<file path="src/rtl/spi_pkg.sv">
// Shared types and constants for the SPI register-bank target.
package spi_pkg;

    typedef enum logic [2:0] {
        IDLE,
        CMD,
        ADDR,
        DATA,
        OVER
    } state_t;

    // Mode 0 only: sclk idles low, data sampled on the rising edge.
    localparam logic CPOL = 1'b0;
    localparam logic CPHA = 1'b0;

    // One R/W bit, then the address field, then the data field.
    function automatic int frame_len(input int addr_w, input int data_w);
        return 1 + addr_w + data_w;
    endfunction

endpackage

</file>
<file path="src/rtl/spi_sync.sv">
// Synchroniser chain for one asynchronous SPI pin plus registered edge pulses.
module spi_sync #(
    parameter int SYNC_STAGES = 2
) (
    input  logic clk,
    input  logic rst_n,
    input  logic din,
    output logic level,
    output logic rise,
    output logic fall
);

    logic [SYNC_STAGES-1:0] chain_q;
    logic                   level_p1;

    // Metastability chain; resets low so a pin already low at reset release makes no edge.
    always_ff @(posedge clk or negedge rst_n) begin
        if (!rst_n) chain_q <= '0;
        else        chain_q <= {chain_q[SYNC_STAGES-2:0], din};
    end

    assign level = chain_q[SYNC_STAGES-1];

    // Registered edge detector: one-cycle pulses one clk after the level changes.
    always_ff @(posedge clk or negedge rst_n) begin
        if (!rst_n) begin
            level_p1 <= 1'b0;
            rise     <= 1'b0;
            fall     <= 1'b0;
        end else begin
            level_p1 <= level;
            rise     <= level & ~level_p1;
            fall     <= ~level & level_p1;
        end
    end

endmodule

</file>
<file path="src/rtl/spi_regbank_peripheral.sv">
// SPI mode-0 target with an atomically written, readable register bank.
module spi_regbank_peripheral
    import spi_pkg::*;
#(
    parameter int ADDR_W      = 7,
    parameter int DATA_W      = 8,
    parameter int NUM_REGS    = 5,
    parameter int SYNC_STAGES = 2
) (
    input  logic                         clk,
    input  logic                         rst_n,
    input  logic                         ncs,
    input  logic                         sclk,
    input  logic                         copi,
    output logic                         cipo,
    output logic                         cipo_oe,
    output logic [NUM_REGS*DATA_W-1:0]   regs,
    output logic [NUM_REGS-1:0]          wr_strobe,
    output logic                         frame_err
);

    localparam int FRAME_LEN = frame_len(ADDR_W, DATA_W);
    localparam int CNT_W     = $clog2(FRAME_LEN + 2);
    localparam logic [CNT_W-1:0] CNT_ADDR_END = CNT_W'(1 + ADDR_W);
    localparam logic [CNT_W-1:0] CNT_FRAME    = CNT_W'(FRAME_LEN);
    localparam logic [CNT_W-1:0] CNT_OVER     = CNT_W'(FRAME_LEN + 1);

    logic ncs_rise, ncs_fall, sclk_rise, sclk_fall, copi_q;
    logic ncs_unused_level, sclk_unused_level, copi_unused_rise, copi_unused_fall;
    logic sample_edge, drive_edge;

    spi_sync #(.SYNC_STAGES(SYNC_STAGES)) u_sync_ncs (
        .clk(clk), .rst_n(rst_n), .din(ncs),
        .level(ncs_unused_level), .rise(ncs_rise), .fall(ncs_fall)
    );
    spi_sync #(.SYNC_STAGES(SYNC_STAGES)) u_sync_sclk (
        .clk(clk), .rst_n(rst_n), .din(sclk),
        .level(sclk_unused_level), .rise(sclk_rise), .fall(sclk_fall)
    );
    spi_sync #(.SYNC_STAGES(SYNC_STAGES)) u_sync_copi (
        .clk(clk), .rst_n(rst_n), .din(copi),
        .level(copi_q), .rise(copi_unused_rise), .fall(copi_unused_fall)
    );

    assign sample_edge = (CPOL == CPHA) ? sclk_rise : sclk_fall;
    assign drive_edge  = (CPOL == CPHA) ? sclk_fall : sclk_rise;

    state_t                   state_q, state_d;
    logic [CNT_W-1:0]         bit_cnt, cnt_inc;
    logic [FRAME_LEN-1:0]     shift_in, shift_nxt;
    logic [DATA_W-1:0]        rd_shift, rd_val;
    logic [DATA_W-1:0]        regs_q [NUM_REGS];
    logic [NUM_REGS-1:0]      wr_sel;
    logic                     rd_active, wr_ok, bad_len;
    logic                     sample_en, addr_done, over_entry, drive_en;

    assign cnt_inc   = bit_cnt + CNT_W'(1);
    assign shift_nxt = {shift_in[FRAME_LEN-2:0], copi_q};

    // State register.
    always_ff @(posedge clk or negedge rst_n) begin
        if (!rst_n) state_q <= IDLE;
        else        state_q <= state_d;
    end

    // Next-state logic; an ncs rise always returns to IDLE.
    always_comb begin
        state_d = state_q;
        if (ncs_rise) begin
            state_d = IDLE;
        end else begin
            case (state_q)
                IDLE:    if (ncs_fall) state_d = CMD;
                CMD:     if (sample_edge) state_d = ADDR;
                ADDR:    if (sample_edge && cnt_inc == CNT_ADDR_END) state_d = DATA;
                DATA:    if (sample_edge && cnt_inc == CNT_OVER) state_d = OVER;
                default: state_d = state_q;
            endcase
        end
    end

    // Per-state strobes that steer the shifters and the cipo driver.
    always_comb begin
        sample_en  = sample_edge && (state_q == CMD || state_q == ADDR || state_q == DATA);
        addr_done  = sample_en && state_q == ADDR && cnt_inc == CNT_ADDR_END;
        over_entry = sample_en && state_q == DATA && cnt_inc == CNT_OVER;
        drive_en   = drive_edge && state_q == DATA && rd_active && bit_cnt < CNT_FRAME;
    end

    // Bit counter: cleared on either ncs edge, frozen (saturated) once in OVER.
    always_ff @(posedge clk or negedge rst_n) begin
        if (!rst_n)                      bit_cnt <= '0;
        else if (ncs_rise || ncs_fall)   bit_cnt <= '0;
        else if (sample_en)              bit_cnt <= cnt_inc;
    end

    // Incoming frame shifter; only control state needs reset.
    always_ff @(posedge clk) begin
        if (sample_en) shift_in <= shift_nxt;
    end

    // Address decode for the commit path and the read-back path.
    always_comb begin
        wr_sel = '0;
        rd_val = '0;
        for (int k = 0; k < NUM_REGS; k++) begin
            if (shift_in[DATA_W +: ADDR_W] == ADDR_W'(k)) wr_sel[k] = 1'b1;
            if (shift_nxt[ADDR_W-1:0] == ADDR_W'(k))      rd_val = regs_q[k];
        end
        wr_ok   = shift_in[FRAME_LEN-1] && bit_cnt == CNT_FRAME && (|wr_sel);
        bad_len = bit_cnt != '0 && bit_cnt != CNT_FRAME;
    end

    // Commit on ncs rise: write the addressed register or flag a bad-length frame.
    always_ff @(posedge clk or negedge rst_n) begin
        if (!rst_n) begin
            for (int k = 0; k < NUM_REGS; k++) regs_q[k] <= '0;
            wr_strobe <= '0;
            frame_err <= 1'b0;
        end else begin
            wr_strobe <= '0;
            frame_err <= 1'b0;
            if (ncs_rise) begin
                if (bad_len) begin
                    frame_err <= 1'b1;
                end else if (wr_ok) begin
                    wr_strobe <= wr_sel;
                    for (int k = 0; k < NUM_REGS; k++)
                        if (wr_sel[k]) regs_q[k] <= shift_in[DATA_W-1:0];
                end
            end
        end
    end

    // Read data shifter: loaded when the address completes, shifted per drive edge.
    always_ff @(posedge clk) begin
        if (addr_done)     rd_shift <= rd_val;
        else if (drive_en) rd_shift <= {rd_shift[DATA_W-2:0], 1'b0};
    end

    // cipo driver and output enable for the data phase of a read.
    always_ff @(posedge clk or negedge rst_n) begin
        if (!rst_n) begin
            rd_active <= 1'b0;
            cipo      <= 1'b0;
            cipo_oe   <= 1'b0;
        end else if (ncs_rise || ncs_fall) begin
            rd_active <= 1'b0;
            cipo      <= 1'b0;
            cipo_oe   <= 1'b0;
        end else begin
            if (addr_done) rd_active <= ~shift_nxt[ADDR_W];
            if (over_entry) begin
                rd_active <= 1'b0;
                cipo      <= 1'b0;
                cipo_oe   <= 1'b0;
            end else if (drive_en) begin
                cipo    <= rd_shift[DATA_W-1];
                cipo_oe <= 1'b1;
            end
        end
    end

    for (genvar k = 0; k < NUM_REGS; k++) begin : g_flat
        assign regs[k*DATA_W +: DATA_W] = regs_q[k];
    end

endmodule

</file>
<file path="config.mk">
export PLATFORM = sky130hd
export DESIGN_NAME = spi_regbank_peripheral
export DESIGN_NICKNAME = d
export VERILOG_FILES = /design/src/rtl/spi_pkg.sv /design/src/rtl/spi_sync.sv /design/src/rtl/spi_regbank_peripheral.sv
export SDC_FILE = /design/constraint.sdc
export NUM_CORES = 1
export LEC_CHECK = 0
export BUFFER_PORTS_ARGS = -buffer_cell sky130_fd_sc_hd__buf_2
export CORE_MARGIN = 2
export CORE_UTILIZATION = 51
export CTS_CLUSTER_DIAMETER = 40
export DETAILED_ROUTE_END_ITERATION = 12
export PLACE_DENSITY = 0.72
export REMOVE_ABC_BUFFERS = 1
export SLEW_MARGIN = 10
export SYNTH_ARGS = -nofsm -noshare
export SYNTH_HDL_FRONTEND = slang
export SYNTH_SLANG_ARGS = --single-unit
export TNS_END_PERCENT = 50
</file>
<file path="constraint.sdc">
create_clock -name clk -period 4.5 [get_ports clk]
set_clock_uncertainty 0.1 [all_clocks]
set_input_delay 0.45 -clock clk [delete_from_list [all_inputs] [get_ports clk]]
set_output_delay 0.45 -clock clk [all_outputs]
set_load 0.1 [all_outputs]
</file>
# --- Yosys cells after proc, flatten, opt, wreduce, memory -nomap -nowiden ---
# Index checks and enable logic that the tools add are counted.
totals:
  inputBits: 5
  reg_bits: 93
op_classes:
  n_lt_le_gt_ge: 1
  n_bitwise: 10
  n_addsub: 1
  n_reduce_logical: 32
  n_mux: 34
  eq_ne: 19
op_table:
  columns: ["cell", "count"]
  rows:
  - ["2-to-1 mux 8 bit", 7]
  - ["equality test 7 x 2 -> 1 bit (second input constant)", 4]
  - ["2-to-1 mux 5 bit", 5]
  - ["AND reduction 4 bit", 5]
  - ["2-to-1 mux 1 bit", 16]
  - ["2-to-1 mux 3 bit", 5]
  - ["equality test 7 x 1 -> 1 bit (second input constant)", 2]
  - ["equality test 7 x 3 -> 1 bit (second input constant)", 2]
  - ["logical NOT 7 bit", 2]
  - ["logical AND 1 bit", 13]
  - ["one-hot mux 3 bit (4 select lines)", 1]
  - ["equality test 5 bit (second input constant)", 2]
  - ["nonzero test 5 bit", 2]
  - ["equality test 3 x 2 -> 1 bit (second input constant)", 2]
  - ["!= test 3 x 1 -> 1 bit (second input constant)", 2]
  - ["!= test 3 x 2 -> 1 bit (second input constant)", 2]
  - ["NOT 1 bit", 6]
  - ["nonzero test 3 bit", 2]
  - ["adder 5 x 1 -> 5 bit (second input constant)", 1]
  - ["equality test 5 x 4 -> 1 bit (second input constant)", 1]
  - ["less-than comparator 5 bit (second input constant)", 1]
  - ["!= test 5 bit (second input constant)", 1]
  - ["AND reduction 5 bit", 1]
  - ["OR reduction 5 bit", 1]
  - ["other kinds (5)", 11]

# --- Depth between registers and ports, before layout ---
# Gate-level depths: netlist (run 1).
logic_depth:
  ltp_word: 9
  depth_mapped: 6
  ltp_nobuf: 6

# --- Modules after synthesis ---
# From an unflattened synthesis (run 1), not the netlist that was laid out.
unflattened:
  cells_unflattened: 303
  area_unflattened_um2: 4210.3
modules_own_cells:
  columns: ["mod", "n_inst", "seq_area_each_um2", "cells_per_inst", "area_per_inst_um2"]
  rows:
  - ["spi_regbank_peripheral", 1, 2147.1, 282, 3789.9]
  - ["spi_sync", 3, 125.1, 7, 140.1]

# --- Worst setup path before layout (run 1) ---
# No wires, ideal clock.
synth_path:
  path_kind: "register to register"
  from: "register bit_cnt[0]"
  to: "register rd_shift[1] (data pin)"
  stages_incl_launch_ff: 7
  arrival_ns: 2.082
  slack_ns: 2.058
  setup_time_ns: 0.260
  required_ns: 4.140
  cell_sequence: "dfrtp_1 -> ha_1 -> or4b_2 -> o41ai_1 -> o21a_1 -> buf_4 -> mux2_2"
synth_between:
  elab_chain_cells: 4
synth_lines:
  columns: ["element", "line_no", "text"]
  rows:
  - ["start: declaration", "spi_regbank_peripheral.sv:49", "logic [CNT_W-1:0] bit_cnt, cnt_inc;"]
  - ["start signal: assignment", "spi_regbank_peripheral.sv:94", "else if (sample_en) bit_cnt <= cnt_inc;"]
  - ["adder 5 x 1 -> 5 bit", "spi_regbank_peripheral.sv:57", "assign cnt_inc = bit_cnt + CNT_W'(1);"]
  - ["equality test 5 x 4 -> 1 bit", "spi_regbank_peripheral.sv:85", "addr_done = sample_en && state_q == ADDR && cnt_inc == CNT_ADDR_END;"]
  - ["logical AND 1 bit", "spi_regbank_peripheral.sv:85", null]
  - ["2-to-1 mux 8 bit", "spi_regbank_peripheral.sv:137", "if (addr_done) rd_shift <= rd_val;"]
  - ["end signal: assignment", "spi_regbank_peripheral.sv:137", null]
  - ["end signal: assignment", "spi_regbank_peripheral.sv:138", "else if (drive_en) rd_shift <= {rd_shift[DATA_W-2:0], 1'b0};"]
  - ["end: declaration", "spi_regbank_peripheral.sv:51", "logic [DATA_W-1:0] rd_shift, rd_val;"]
# Every way passes these cells.
# A chain may end at the register's enable or synchronous reset.

# --- Final worst setup path (run 1) ---
layout_path:
  from: "register bit_cnt[0]"
  to: "register rd_shift[3] (data pin)"
# Same word-level chain as after synthesis.

==> results of run 1 <==
logic make-up after synthesis:
family                     count (synthesis)  share of synthesized area (%)
AOI/OAI and AO/OA                         23                           3.81
xor gates and xnor gates                   6                           1.32
adders and majority gates                  3                          0.944
buffers and inverters                     15                           1.57
DFF                                       93                           61.5
muxes                                     56                           17.8
and+or+nand+nor                           82                           13.0
layer usage:
layer | GRT usage, % | share of wire, % | up-vias
met2 | 27.9 | 48 | 50
li1 | - | - | 1121
met1 | 27.5 | 46 | 1235
met4 | 8.58 | 2.1 | 0
met5 | 0 | 0 | -
met3 | 3.66 | 4.4 | 9
area by class of cell:
type,count,area (um^2)
clock buffers,12,166
clock inverters,4,30.0
fillers,623,3120
inverters,5,18.8
multi-input cells,170,1470
flip-flops and latches,93,2450
well taps,102,128
repair buffers,54,275
final timing paths:
kind / start / end / slack (ns) / cells after the start
max in group asynchronous: rst_n / regs[34]$_DFFE_PN0P_ / 3.33 / 2
hold reg to reg: u_sync_ncs.chain_q[0]$_DFF_PN0_ / u_sync_ncs.chain_q[1]$_DFF_PN0_ / 0.26 / 0
min in group clk: sclk / u_sync_sclk.chain_q[0]$_DFF_PN0_ / 0.08 / 1
hold / removal: rst_n / wr_strobe[3]$_DFF_PN0_ / 0.01 / 1
setup / recovery: bit_cnt[0]$_DFFE_PN0P_ / rd_shift[3]$_DFFE_PP_ / 1.82 / 5
setup reg to reg: bit_cnt[0]$_DFFE_PN0P_ / rd_shift[3]$_DFFE_PP_ / 1.82 / 5
critical path, cell delays in order, from the launching register on:
cell     delay, ns
dfrtp_1       0.46
ha_1          0.30
or4b_2        0.65
o41ai_1       0.12
o21a_1        0.43
mux2_2        0.39
synth_stat cells, drive strengths merged:
| master | count | share of area, % |
|---|---|---|
| nor3b | 7 | 1.3 |
| buf | 4 | 0.53 |
| nor2b | 6 | 0.94 |
| or4b | 3 | 0.85 |
| a2bb2oi | 1 | 0.22 |
| and2 | 2 | 0.31 |
| xnor2 | 6 | 1.3 |
| or3b | 2 | 0.50 |
| nand4 | 1 | 0.16 |
| mux2 | 47 | 13 |
| ha | 3 | 0.94 |
| nand3b | 3 | 0.76 |
| nor3 | 6 | 0.76 |
| mux2i | 2 | 0.50 |
| nor2 | 16 | 1.5 |
| o21bai | 1 | 0.19 |
| or2 | 9 | 1.4 |
| a21oi | 6 | 0.76 |
| o21ai | 6 | 0.76 |
| nand2b | 3 | 0.47 |
| clkbuf | 6 | 0.57 |
| mux4 | 7 | 4.0 |
| inv | 5 | 0.47 |
| o21a | 2 | 0.38 |
| o41ai | 2 | 0.44 |
| or3 | 2 | 0.31 |
| o211a | 1 | 0.25 |
| o211ai | 1 | 0.19 |
| dfrtp | 69 | 43 |
| nand2 | 10 | 1.0 |
| and3 | 1 | 0.16 |
| a31oi | 1 | 0.16 |
| edfxtp | 24 | 18 |
| and3b | 1 | 0.22 |
| nand3 | 4 | 0.63 |
| o41a | 1 | 0.28 |
| a211oi | 1 | 0.19 |
| nor4 | 6 | 1.7 |
state kept, by name, summed over array words and instances, names as in the netlist, 2 cells and up:
| register | flops |
|---|---|
| regs | 40 |
| shift_in | 16 |
| rd_shift | 8 |
| bit_cnt | 5 |
| wr_strobe | 5 |
| state_q | 3 |
| u_sync_copi.chain_q | 2 |
| u_sync_ncs.chain_q | 2 |
| u_sync_sclk.chain_q | 2 |
through the flow:
stage	std cells	instance area (um^2)	util, %	hold slack (ns)
after floorplan	268	3930	-	0.0544
after global placement	424	4340	56.7	0.231
after detailed placement	424	4340	56.7	0.236
after CTS	440	4530	59.3	0.0365
after global routing	440	4530	59.3	0.0596
final	440	4530	59.3	0.0108
power by group through the flow:
stage                     Combinational (mW)  Clock [mW]  Sequential [mW]
after floorplan                       0.0559           0            0.936
after global placement                0.0867           0            0.942
after detailed placement              0.0890           0            0.944
after CTS                             0.0889       0.548            0.926
after global routing                  0.0969       0.592            0.931
final                                 0.0875       0.545            0.926
==> summary.txt, run 1 <==
P per Cell Area: 344 nW/um^2
Peak VDD IR: 0.217 mV
Final Slew Violations: 0
post_cts resized: 0
row cnt: 32
post-synthesis register bit count: 93
CTS root buf: clkbuf_8
first-pass GRT wire length: 12100 um
Sw Ratio: 24.5%
Initial Utilization: 52.0%
total die area: 8520 um^2
leak pwr: 2.12 nW
HP Class: in2async
diodes inserted: 0
GRT Util Overall: 18.9%
Switch Pwr: 382 uW
Setup CP Type: reg2reg
die width: 92.3 um
sequential power share: 59.4%
IO Pins: 53
# hold bufs at CTS: 0
Net count, final: 341
Pre-Repair DR Iteration Count: 4
total grt overflow: 0
most common cell after layout, fill and taps aside: dfrtp_1
post-layout min period: 2.68 ns
fmax: 0.373 GHz
HPWL after DPL: 5130 um
fraction of layout cells with a size suffix above 1: 42.3%
largest net degree at the start of global routing: 40
internal power: 1.18 mW
Yosys Warn Count: 0
Mapped Avg Cell Area: 14.3 um^2
CP Max Fanout: 9
DRC viols: 0
vias in the first global route: 2302
Area Growth Syn to Fin: 14.0%
Final Hold Fails: 0
Final TNS setup: 0 ns
total wire length: 7530 um
post-synthesis sequential area ratio: 61.5%
total core area: 7650 um^2
Routed wire per std cell: 17.1 um
crit path DAT: 2.70 ns
IO buf count: 52
Final Worst Setup Slack: 1.82 ns
Combinational Power Share: 5.6%
clk slew on worst S/H paths: 0.09 ns
drt via density: 5.49
1st-iter DRT viols: 139
RSZ-0062 raised after global routing: false
Final setup violation count: 0
htree depth: 3
Power, Total: 1.56 mW
Critical Path End Type: flop
Max-slew headroom: 50.2%
Placer Congestion: 0.805
Mapped Cells: 278
Synth cell types: 46
status: complete, no violations
CP Launch Type: flop
Clk Latency, worst-skew pair: 0.37 ns
DRT antenna net count: 0
initial antenna violation count: 0
Die Y: 92.3 um
clk buf depth: 2
commonest cells after routing, fill and taps aside: dfrtp_1 (69), buf_2 (52), mux2_2 (47)
Critical Path RT: 4.52 ns
CTS tree: done
total number of vias: 2415
Clock Power Share: 35.0%
Max Cap Violations: 0
clk sink count: 93
setup bufs post-CTS: 0
fin crit share: 59.6%
post-synthesis cell area: 3980 um^2
measured slew at the worst slew-check pin: 0.747 ns
cts bufs inserted: 9
Post-Place Worst Slack: 1.83 ns
(Power assumes the default switching activity.)
==> inputs of run 2 (changes only) <==
- ABC_AREA: not set -> 1
- clock period: 4.5 -> 2.75 ns (I/O delays scaled with it)
==> run 2 against run 1 <==
  * Power up 83%
  * Critical endpoint is now rd_shift[5]$_DFFE_PP_
  * Design area up 4.8%
  * Die area up 4.1%
  * Sequential share of layout area down 2.5 points
  * Combinational power rose to 3.7 times the previous value
  * Area after synthesis up 4.3%
  * Global-route usage up 3.6 points
  * Flip-flop and latch count unchanged
  * Synthesized cell count up 55%
  * Clock power up 78%
  * Utilization up 1.6 points
==> summary.txt, run 2 <==
P per Cell Area: 600 nW/um^2 (was 344 nW/um^2)
DP Area: 4500 um^2 (was 4340 um^2)
initial antenna violation count: 0 (unchanged)
ys flop type: dfrtp_1 (unchanged)
crit path DAT: 2.18 ns (was 2.70 ns)
Final setup violation count: 0 (unchanged)
fraction of registers with async set or reset after synthesis: 74.2% (unchanged)
Final TNS setup: 0 ns (unchanged)
most common cell after layout, fill and taps aside: nand2_1 (was dfrtp_1)
Die Y: 94.2 um (was 92.3 um)
footprint of the multi-input gates: 1420 um^2 (was 1470 um^2)
post-layout min period: 2.26 ns (was 2.68 ns)
CTS root buf: clkbuf_8 (unchanged)
Max Cap Violations: 0 (unchanged)
DRC viols: 0 (unchanged)
Post-Place Worst Slack: 0.513 ns (was 1.83 ns)
Setup CP Type: reg2reg (unchanged)
HP Class: reg2reg (was in2async)
total number of vias: 3184 (was 2415)
Max-slew headroom: 37.7% (was 50.2%)
fraction of layout cells with a size suffix above 1: 20.4% (was 42.3%)
total die area: 8870 um^2 (was 8520 um^2)
final instance area: 4750 um^2 (was 4530 um^2)
Synth area leader: dfrtp_1 (unchanged)
CP Launch Type: flop (unchanged)
total core area: 7810 um^2 (was 7650 um^2)
cts bufs inserted: 9 (unchanged)
sequential power share: 54.5% (was 59.4%)
Sw Ratio: 26.4% (was 24.5%)
clk buf depth: 2 (unchanged)
DRT antenna net count: 0 (unchanged)
die width: 94.2 um (was 92.3 um)
Clock Power Share: 34.1% (was 35.0%)
Routed wire per std cell: 15.5 um (was 17.1 um)
Yosys Warn Count: 0 (unchanged)
CP top delay family: simple AND/OR/NAND/NOR gates (unchanged)
share of the synthesized area in the top cell type: 41.6% (was 43.4%)
Combinational Power Share: 11.4% (was 5.6%)
Util after Layout: 60.8% (was 59.3%)
critical-path cell list: ha_1 > inv_1 > nand2_1 > nand2_1 > nor2_1 > nand4_2 > nand2_1 (was ha_1 > or4b_2 > o41ai_1 > o21a_1 > mux2_2)
CP Max Fanout: 9 (unchanged)
Final Worst Setup Slack: 0.487 ns (was 1.82 ns)
Initial Utilization: 53.1% (was 52.0%)
Switch Pwr: 752 uW (was 382 uW)
RSZ-0062 raised after global routing: false (unchanged)
Peak VDD IR: 0.316 mV (was 0.217 mV)
first-pass GRT wire length: 15200 um (was 12100 um)
total wire length: 9320 um (was 7530 um)
GRT Util Overall: 22.5% (was 18.9%)
post-synthesis register bit count: 93 (unchanged)
internal power: 2.09 mW (was 1.18 mW)
fin crit share: 82.3% (was 59.6%)
leak pwr: 2.33 nW (was 2.12 nW)
register area: 2450 um^2 (unchanged)
htree depth: 3 (unchanged)
Critical Path RT: 2.66 ns (was 4.52 ns)
total grt overflow: 0 (unchanged)
post-synthesis cell area: 4150 um^2 (was 3980 um^2)
Synth cell types: 35 (was 46)
Critical Path End Type: flop (unchanged)
ranking of synthesized cells by area: dfrtp_1 (42%), edfxtp_1 (17%), nand2_1 (9.5%) (was dfrtp_1 (43%), edfxtp_1 (18%), mux2_2 (13%))
slowest stage cell, crit path: dfrtp_1 (was or4b_2)
Final Hold Fails: 0 (unchanged)
measured slew at the worst slew-check pin: 0.934 ns (was 0.747 ns)
vias in the first global route: 2999 (was 2302)
Final Slew Violations: 0 (unchanged)
clk slew on worst S/H paths: 0.08 ns (was 0.09 ns)
Filler cells: 672 (was 623)
status: complete, no violations (unchanged)
HPWL after DPL: 6520 um (was 5130 um)
largest net degree at the start of global routing: 42 (was 40)
Post-synth EDFFs: 24 (unchanged)
Mapped Avg Cell Area: 9.63 um^2 (was 14.3 um^2)
IO buf count: 52 (unchanged)
fmax: 0.442 GHz (was 0.373 GHz)
Area Growth Syn to Fin: 14.4% (was 14.0%)
commonest cells after routing, fill and taps aside: nand2_1 (105), dfrtp_1 (69), inv_1 (56) (was dfrtp_1 (69), buf_2 (52), mux2_2 (47))
Worst setup startpoint: bit_cnt[0]$_DFFE_PN0P_ (unchanged)
cell with the most instances after synthesis: nand2_1 (was dfrtp_1)
Placer Congestion: 0.816 (was 0.805)
Pre-Repair DR Iteration Count: 5 (was 4)
post-synthesis sequential area ratio: 59.0% (was 61.5%)
Most Frequent Cell on Critical Path: nand2_1
CTS tree: done (unchanged)
Max stage delay on crit path: 0.46 ns (was 0.65 ns)
post_cts resized: 0 (unchanged)
drt via density: 5.29 (was 5.49)
startpoint of the worst hold path: u_sync_ncs.chain_q[0]$_DFF_PN0_
Net count, final: 503 (was 341)
row cnt: 32 (unchanged)
Mapped Cells: 431 (was 278)
clk sink count: 93 (unchanged)
max reg flops: 40 (unchanged)
R2R Path Start: bit_cnt[0]$_DFFE_PN0P_ (unchanged)
IO Pins: 53 (unchanged)
Worst Path Buf+Inv: 1 (was 0)
Post-synth top cells: nand2_1 (105), dfrtp_1 (69), inv_1 (56) (was dfrtp_1 (69), mux2_2 (47), edfxtp_1 (24))
diodes inserted: 0 (unchanged)
Clk Latency, worst-skew pair: 0.35 ns (was 0.37 ns)
1st-iter DRT viols: 240 (was 139)
==> run 2: path summary, 6_finish.rpt <==
| path | to | slack (ns) | depth (start not counted) |
|---|---|---|---|
| min | u_sync_ncs.chain_q[1]$_DFF_PN0_ | 0.25 | 0 |
| max reg2reg | rd_shift[5]$_DFFE_PP_ | 0.49 | 7 |
| max | rd_shift[5]$_DFFE_PP_ | 0.49 | 7 |
| max in group asynchronous | regs[12]$_DFFE_PN0P_ | 1.25 | 3 |
| min in group asynchronous | wr_strobe[1]$_DFF_PN0_ | 0.50 | 2 |
| min reg2reg | u_sync_ncs.chain_q[1]$_DFF_PN0_ | 0.25 | 0 |
==> run 2: repair_timing <==
item / CTS / global route
hold buffers: 4 / 0
buffers inserted: 0 / 0
endpoints found under the hold margin: 24 / 0
==> run 2: layer usage <==
metal	up-vias	routed length [um]	track usage, %
met5	-	0	0
met4	0	140	6.76
met2	133	4180	33.3
met1	1505	4340	33.8
met3	15	654	4.41
li1	1531	-	-
==> run 2: worst reg2reg max path: stages, from the launching register on <==
cell     delay [ns]
dfrtp_1        0.46
ha_1           0.29
inv_1          0.06
nand2_1        0.05
nand2_1        0.10
nor2_1         0.17
nand4_2        0.29
nand2_1        0.41
==> run 2: stage by stage <==
| stage | std cells | power, mW | hold slack [ns] |
|---|---|---|---|
| finish | 602 | 2.85 | 0.251 |
| global route | 602 | 2.96 | 0.264 |
| CTS | 602 | 2.86 | 0.254 |
| detailed placement | 582 | 1.90 | 0.236 |
| global placement | 582 | 1.88 | 0.232 |
| floorplan | 425 | 1.79 | -0.121 |
==> run 2: power groups by stage <==
stage	clock, mW	combinational (mW)	sequential [mW]
floorplan	0	0.224	1.57
global placement	0	0.305	1.57
detailed placement	0	0.319	1.58
CTS	0.983	0.325	1.55
global route	1.03	0.366	1.56
finish	0.971	0.324	1.55
==> run 2: kinds of logic after synthesis <==
logic type      count (synthesis)  share of synthesized area [%]
compound gates                 61                           9.32
fa+ha+maj                       3                          0.905
buf+inv                        65                           6.97
flops                          93                           59.0
simple gates                  209                           23.8
==> run 2: final cells by class <==
cell class                 count  share of cell area [%]
inverter                      59                    4.74
sequential                    93                    51.5
clock buffer                  12                    2.85
tap                          102                    2.69
clock inverter                 4                    1.53
multi-input combinational    273                    29.9
timing repair buffer          59                    6.80
